`src/rtl/crank_wheel_decoder.sv`:
```
// crank_wheel_decoder: conditions the raw crank/VR input and decodes an
// N-M missing-tooth wheel into sync, tooth index, strobe and tooth period.
`timescale 1ns/1ps

module crank_wheel_decoder #(
  parameter int TEETH_TOTAL   = 36,
  parameter int TEETH_MISSING = 1,
  parameter int FILT_CYCLES   = 4,
  parameter int PERIOD_W      = 20,
  parameter int IDX_W         = 6
) (
  input  logic                clk,
  input  logic                reset,
  input  logic                vrin,
  output logic                synced,
  output logic                tooth_strobe,
  output logic [IDX_W-1:0]    tooth_idx,
  output logic [PERIOD_W-1:0] tooth_period,
  output logic                sync_loss
);

  // Index of the tooth just before the gap; the gap is expected after it.
  localparam int                  LAST     = TEETH_TOTAL - TEETH_MISSING - 1;
  localparam logic [IDX_W-1:0]    LAST_IDX = IDX_W'(LAST);
  localparam logic [PERIOD_W-1:0] CNT_MAX  = '1;
  localparam int                  FC_W     = $clog2(FILT_CYCLES + 1);
  localparam logic [FC_W-1:0]     FC_LAST  = FC_W'(FILT_CYCLES - 1);

  localparam logic [1:0] ST_UNSYNC = 2'd0;
  localparam logic [1:0] ST_ARMED  = 2'd1;
  localparam logic [1:0] ST_SYNCED = 2'd2;

  // A tooth interval is a gap when it exceeds 1.5x the previous one.
  // Both sides are widened by two bits so 3*prev can never wrap.
  function automatic logic is_gap(input logic [PERIOD_W-1:0] m,
                                  input logic [PERIOD_W-1:0] p);
    logic [PERIOD_W+1:0] two_m;
    logic [PERIOD_W+1:0] three_p;
    two_m   = {1'b0, m, 1'b0};
    three_p = {2'b00, p} + {1'b0, p, 1'b0};
    return two_m > three_p;
  endfunction

  // Counter increment that parks at all-ones, which marks a stalled wheel.
  function automatic logic [PERIOD_W-1:0] sat_inc(input logic [PERIOD_W-1:0] c);
    return (c == CNT_MAX) ? c : c + PERIOD_W'(1);
  endfunction

  logic            sync_p0;
  logic            sync_p1;
  logic            filt;
  logic [FC_W-1:0] fcnt;
  logic            rise_p0;
  logic            rise_p1;

  logic [PERIOD_W-1:0] cnt;
  logic [PERIOD_W-1:0] meas;
  logic [PERIOD_W-1:0] prev;
  logic [1:0]          state;
  logic                stall;
  logic                gap;

  // Stage p0/p1: two-flop synchronizer, glitch filter and registered rising-edge pulse.
  always_ff @(posedge clk) begin
    if (reset) begin
      sync_p0 <= 1'b0;
      sync_p1 <= 1'b0;
      filt    <= 1'b0;
      fcnt    <= '0;
      rise_p0 <= 1'b0;
      rise_p1 <= 1'b0;
    end else begin
      sync_p0 <= vrin;
      sync_p1 <= sync_p0;
      rise_p0 <= 1'b0;
      rise_p1 <= rise_p0;
      if (sync_p1 != filt) begin
        if (fcnt == FC_LAST) begin
          filt    <= sync_p1;
          fcnt    <= '0;
          rise_p0 <= sync_p1;
        end else begin
          fcnt <= fcnt + FC_W'(1);
        end
      end else begin
        fcnt <= '0;
      end
    end
  end

  assign meas  = cnt;
  assign stall = (cnt == CNT_MAX);
  assign gap   = is_gap(meas, prev);

  // Period counter: restarts at 1 on each accepted edge so edges N clocks apart measure N.
  always_ff @(posedge clk) begin
    if (reset) begin
      cnt <= '0;
    end else if (rise_p1) begin
      cnt <= PERIOD_W'(1);
    end else begin
      cnt <= sat_inc(cnt);
    end
  end

  // Previous tooth interval; a saturated (stalled) measurement is never kept.
  always_ff @(posedge clk) begin
    if (rise_p1 && !stall) begin
      prev <= meas;
    end
  end

  // Stage p2: sync state machine and decoder outputs; a stall overrides any edge.
  always_ff @(posedge clk) begin
    if (reset) begin
      state        <= ST_UNSYNC;
      synced       <= 1'b0;
      tooth_strobe <= 1'b0;
      sync_loss    <= 1'b0;
      tooth_idx    <= '0;
      tooth_period <= '0;
    end else begin
      tooth_strobe <= 1'b0;
      sync_loss    <= 1'b0;
      if (stall) begin
        state  <= ST_UNSYNC;
        synced <= 1'b0;
        if (state == ST_SYNCED) begin
          sync_loss <= 1'b1;
        end
      end else if (rise_p1) begin
        case (state)
          ST_UNSYNC: begin
            state <= ST_ARMED;
          end
          ST_ARMED: begin
            if (gap) begin
              state        <= ST_SYNCED;
              synced       <= 1'b1;
              tooth_idx    <= '0;
              tooth_strobe <= 1'b1;
              tooth_period <= meas;
            end
          end
          ST_SYNCED: begin
            tooth_period <= meas;
            if ((tooth_idx == LAST_IDX) && gap) begin
              tooth_idx    <= '0;
              tooth_strobe <= 1'b1;
            end else if ((tooth_idx != LAST_IDX) && !gap) begin
              tooth_idx    <= tooth_idx + IDX_W'(1);
              tooth_strobe <= 1'b1;
            end else begin
              state     <= ST_ARMED;
              synced    <= 1'b0;
              sync_loss <= 1'b1;
            end
          end
          default: begin
            state  <= ST_UNSYNC;
            synced <= 1'b0;
          end
        endcase
      end
    end
  end

endmodule

```
`config.mk`:
```
export PLATFORM = sky130hd
export DESIGN_NAME = crank_wheel_decoder
export DESIGN_NICKNAME = d
export VERILOG_FILES = /design/src/rtl/crank_wheel_decoder.sv
export SDC_FILE = /design/constraint.sdc
export NUM_CORES = 1
export LEC_CHECK = 0
export BUFFER_PORTS_ARGS = -buffer_cell sky130_fd_sc_hd__buf_2
export CORE_MARGIN = 1.5
export CORE_UTILIZATION = 60
export CTS_BUF_LIST = sky130_fd_sc_hd__clkbuf_16
export DETAILED_ROUTE_END_ITERATION = 7
export GPL_TIMING_DRIVEN = 0
export PLACE_DENSITY_LB_ADDON = 0.2
export SKIP_CTS_REPAIR_TIMING = 1
export SYNTH_ARGS = -nofsm -noshare
export SYNTH_HDL_FRONTEND = slang
export SYNTH_SLANG_ARGS = --single-unit
```
`constraint.sdc`:
```
create_clock -name clk -period 5.2 [get_ports clk]
set_input_delay 1.04 -clock clk [delete_from_list [all_inputs] [get_ports clk]]
set_output_delay 1.04 -clock clk [all_outputs]
set_load 0.005 [all_outputs]
```
==> metrics.yaml <==
status: "completed"
instances_no_fill: 610
max_slew_margin_pct: 31.2
switching_share_pct: 21.3
clk_latency_ns: 0.33
drv_slew: 0
clkPwrFrac_pct: 49.3
wl_met3_um: 259
whs_ns: 0.421
cp.required_ns: 5.40
worstSetupStartpointType: "flop"
synthDistinctLibCells: 55
fp.dieH_um: 89.3
placedCellCount: 594
fin_total_pwr_w: 0.00129
worst_pin_slew_ns: 1.02
synth.area.mux_share_pct: 5.38
grt_pass1_vias: 3391
clkSinkCount: 79
fin_nets: 558
antenna_found_initial: 0
cellInternalPower_w: 0.00101
cts_buffer_depth: 2
diodes: 0
synth_edf_count: 20
p_comb_share_pct: 1.4
overflow: 0
synth_compound_area_share_pct: 12.8
ir_worst_vdd_mv: 0.180
grt_usage_pct: 25.5
p_leak_nw: 2.24
min_period_over_period_pct: 94.3
path_clk_slew_ns: 0.06
synthArstFlopShare_pct: 0
grt_pass1_wl_um: 15400
numCtsBuffers: 9
end_kind: "flop"
via_per_inst: 5.86
htreeDepth: 3
ys_ff_latch: 79
fin_crit_ns: 4.90
yosys.area_share.simple_pct: 17.4
drtIter0Drc: 115
cts_tree: "done"
vias: 3574
dpl_cell_area_um2: 4740
wl_met2_um: 4850
drt-total-wl_um: 9600
yosysSeqAreaShare_pct: 39.9
rsz0062_at_grt: "false"
hold_viol_final: 0
critPathMaxFanout: 10
routed.top_layer: "met4"
cap_violations: 0
fp.coreArea_um2: 7210
drc: 0
drt_pass1_iterations: 4
synthXorXnorAreaFrac_pct: 6.86
ys.warnings.count: 0
row_count: 31
port_buffers: 30
wl_per_cell_um: 15.7
synth_top_family_by_area: "simple AND/OR/NAND/NOR gates"
synth_area_um2: 4470
dp_hpwl_um: 7040
postSynthAreaPerCell_um2: 9.61
ys.flop_type: "dfxtp_1"
ios: 32
postRouteAntennaNets: 0
place_congestion: 0.867
final_area_um2: 5060
criticalPathCategory: "reg -> reg"
nFillCells: 575
syn_to_final_growth_pct: 13.3
fin_skew_ns: 0.00969
start_util_pct: 61.9
max_freq_mhz: 204
die_x_um: 89.3
clock-root-buffer: "clkbuf_16"
crit_arrival_ns: 5.10
hold_path.class: "reg -> reg"
p_switching_w: 0.000274
die-area_um2: 7980
wl_met1_um: 4380
final-setup-viol-count: 0
synth_nets: 517
synth_cells: 465
pwr-share-seq_pct: 49.3
drive_gt1_share_pct: 11.4
synthAdderAreaFrac_pct: 13.9
power_density_nw_per_um2: 254
grt_max_degree: 21
## critical path: stages, from the launching register on
cell and delay (ns):
edfxtp_1 0.44, ha_1 0.32, a21o_1 0.19, a21oi_2 0.21
o21ai_1 0.14, a41oi_2 0.18, o21ai_1 0.16, a2111oi_0 0.42
nor3_1 0.14, xnor2_1 0.17, ha_1 0.32, nand4_2 0.16
nor4_4 0.35, o31a_1 0.23, o31ai_2 0.11, or2_1 0.25
buf_6 0.15, a211o_1 0.30, buf_6 0.14, buf_8 0.15
mux2i_1 0.17, nor2_1 0.06
## sequential cells by signal (all words and copies together), names as in the netlist, 2 cells and up
| signal | flops |
|---|---|
| cnt | 20 |
| prev | 20 |
| tooth_period | 20 |
| tooth_idx | 6 |
| fcnt | 3 |
| state | 2 |
## metrics by stage
| step | setup slack (ns) | setup TNS, ns | utilization [%] |
|---|---|---|---|
| floorplan | 0.712 | 0 | - |
| CTS | -0.0201 | -0.0736 | 69.9 |
| global route | 0.0400 | 0 | 70.2 |
| detailed placement | 0.0421 | 0 | 65.7 |
| global placement | 0.117 | 0 | 65.7 |
| finish | 0.297 | 0 | 70.2 |
## layout make-up
class                      instances  area [um^2]  area share, %
clock inverter                     7         76.3           1.51
timing repair buffer              30          150           2.96
inverter                          24         90.1           1.78
tap                               99          124           2.45
buffer                            11         78.8           1.56
sequential                        79         1780           35.2
clock buffer                       9          225           4.45
multi-input combinational        351         2540           50.1
## routing by layer
| layer | GRT usage, % | vias to the layer above |
|---|---|---|
| met4 | 9.23 | 0 |
| met2 | 44.8 | 60 |
| met1 | 31.1 | 1727 |
| met3 | 4.99 | 12 |
| li1 | - | 1775 |
| met5 | 0 | - |
## cells in the mapped netlist, drive strengths merged (7+ instances only)
library cell / number / share of area [%]
nand4: 14 / 2.1
xnor2: 17 / 3.3
a21o: 7 / 1.2
xor2: 18 / 3.5
edfxtp: 20 / 13
nor3: 7 / 0.78
nand2: 24 / 2.0
mux2i: 24 / 5.4
clkbuf: 7 / 0.59
o21ai: 16 / 1.8
a21oi: 33 / 3.7
inv: 24 / 2.0
nand3: 17 / 1.9
nor2: 54 / 4.6
nor2b: 7 / 0.98
dfxtp: 59 / 26
ha: 48 / 13
## power groups by stage
stage | Combinational, W | Sequential [W] | Clock, W
3_3_place_gp | 0.0000165 | 0.000648 | 0
6_report | 0.0000175 | 0.000635 | 0.000634
4_1_cts | 0.0000177 | 0.000635 | 0.000644
2_1_floorplan | 0.0000125 | 0.000646 | 0
5_1_grt | 0.0000201 | 0.000635 | 0.000666
3_5_place_dp | 0.0000174 | 0.000648 | 0
## cell families after synthesis
family                   Yosys count
XOR/XNOR                          35
adder cells (fa/ha/maj)           49
AND/OR/NAND/NOR                  154
buffers and inverters             35
multiplexers                      24
AO/OA/AOI/OAI                     89
flip-flops                        79
## cell usage in the layout (no fill, tap or decap), types with 3 or more instances in the layout
| cell | netlist | final |
|---|---|---|
| clkbuf_16 | 0 | 9 |
| nor2b_1 | 7 | 7 |
| a21o_1 | 7 | 7 |
| nor3_1 | 7 | 7 |
| mux2i_1 | 24 | 24 |
| inv_1 | 24 | 24 |
| nand4_1 | 13 | 13 |
| o211ai_1 | 3 | 3 |
| nand3_1 | 17 | 17 |
| nor4_1 | 5 | 5 |
| nand2_1 | 24 | 24 |
| xnor2_1 | 17 | 17 |
| buf_2 | 0 | 30 |
| o21bai_1 | 4 | 4 |
| or3_1 | 5 | 5 |
| and3_1 | 4 | 4 |
| and2_1 | 3 | 3 |
| ha_1 | 48 | 48 |
| clkbuf_1 | 7 | 7 |
| o21ai_1 | 3 | 5 |
| xor2_1 | 18 | 18 |
| nor2_1 | 53 | 53 |
| o21ai_0 | 13 | 10 |
| dfxtp_1 | 59 | 59 |
| a31oi_1 | 3 | 3 |
| edfxtp_1 | 20 | 20 |
| nand2b_1 | 5 | 5 |
| a21oi_1 | 33 | 32 |
## final timing paths
path / cells after the start / to / slack [ns] / from
hold reg to reg: 1 / fcnt[0] / 0.42 / fcnt[0]
setup / recovery: 21 / tooth_period[9] / 0.30 / prev[1]
hold / removal: 1 / fcnt[0] / 0.42 / fcnt[0]
setup reg to reg: 21 / tooth_period[9] / 0.30 / prev[1]
No activity file was read; power rests on OpenSTA's default activity.
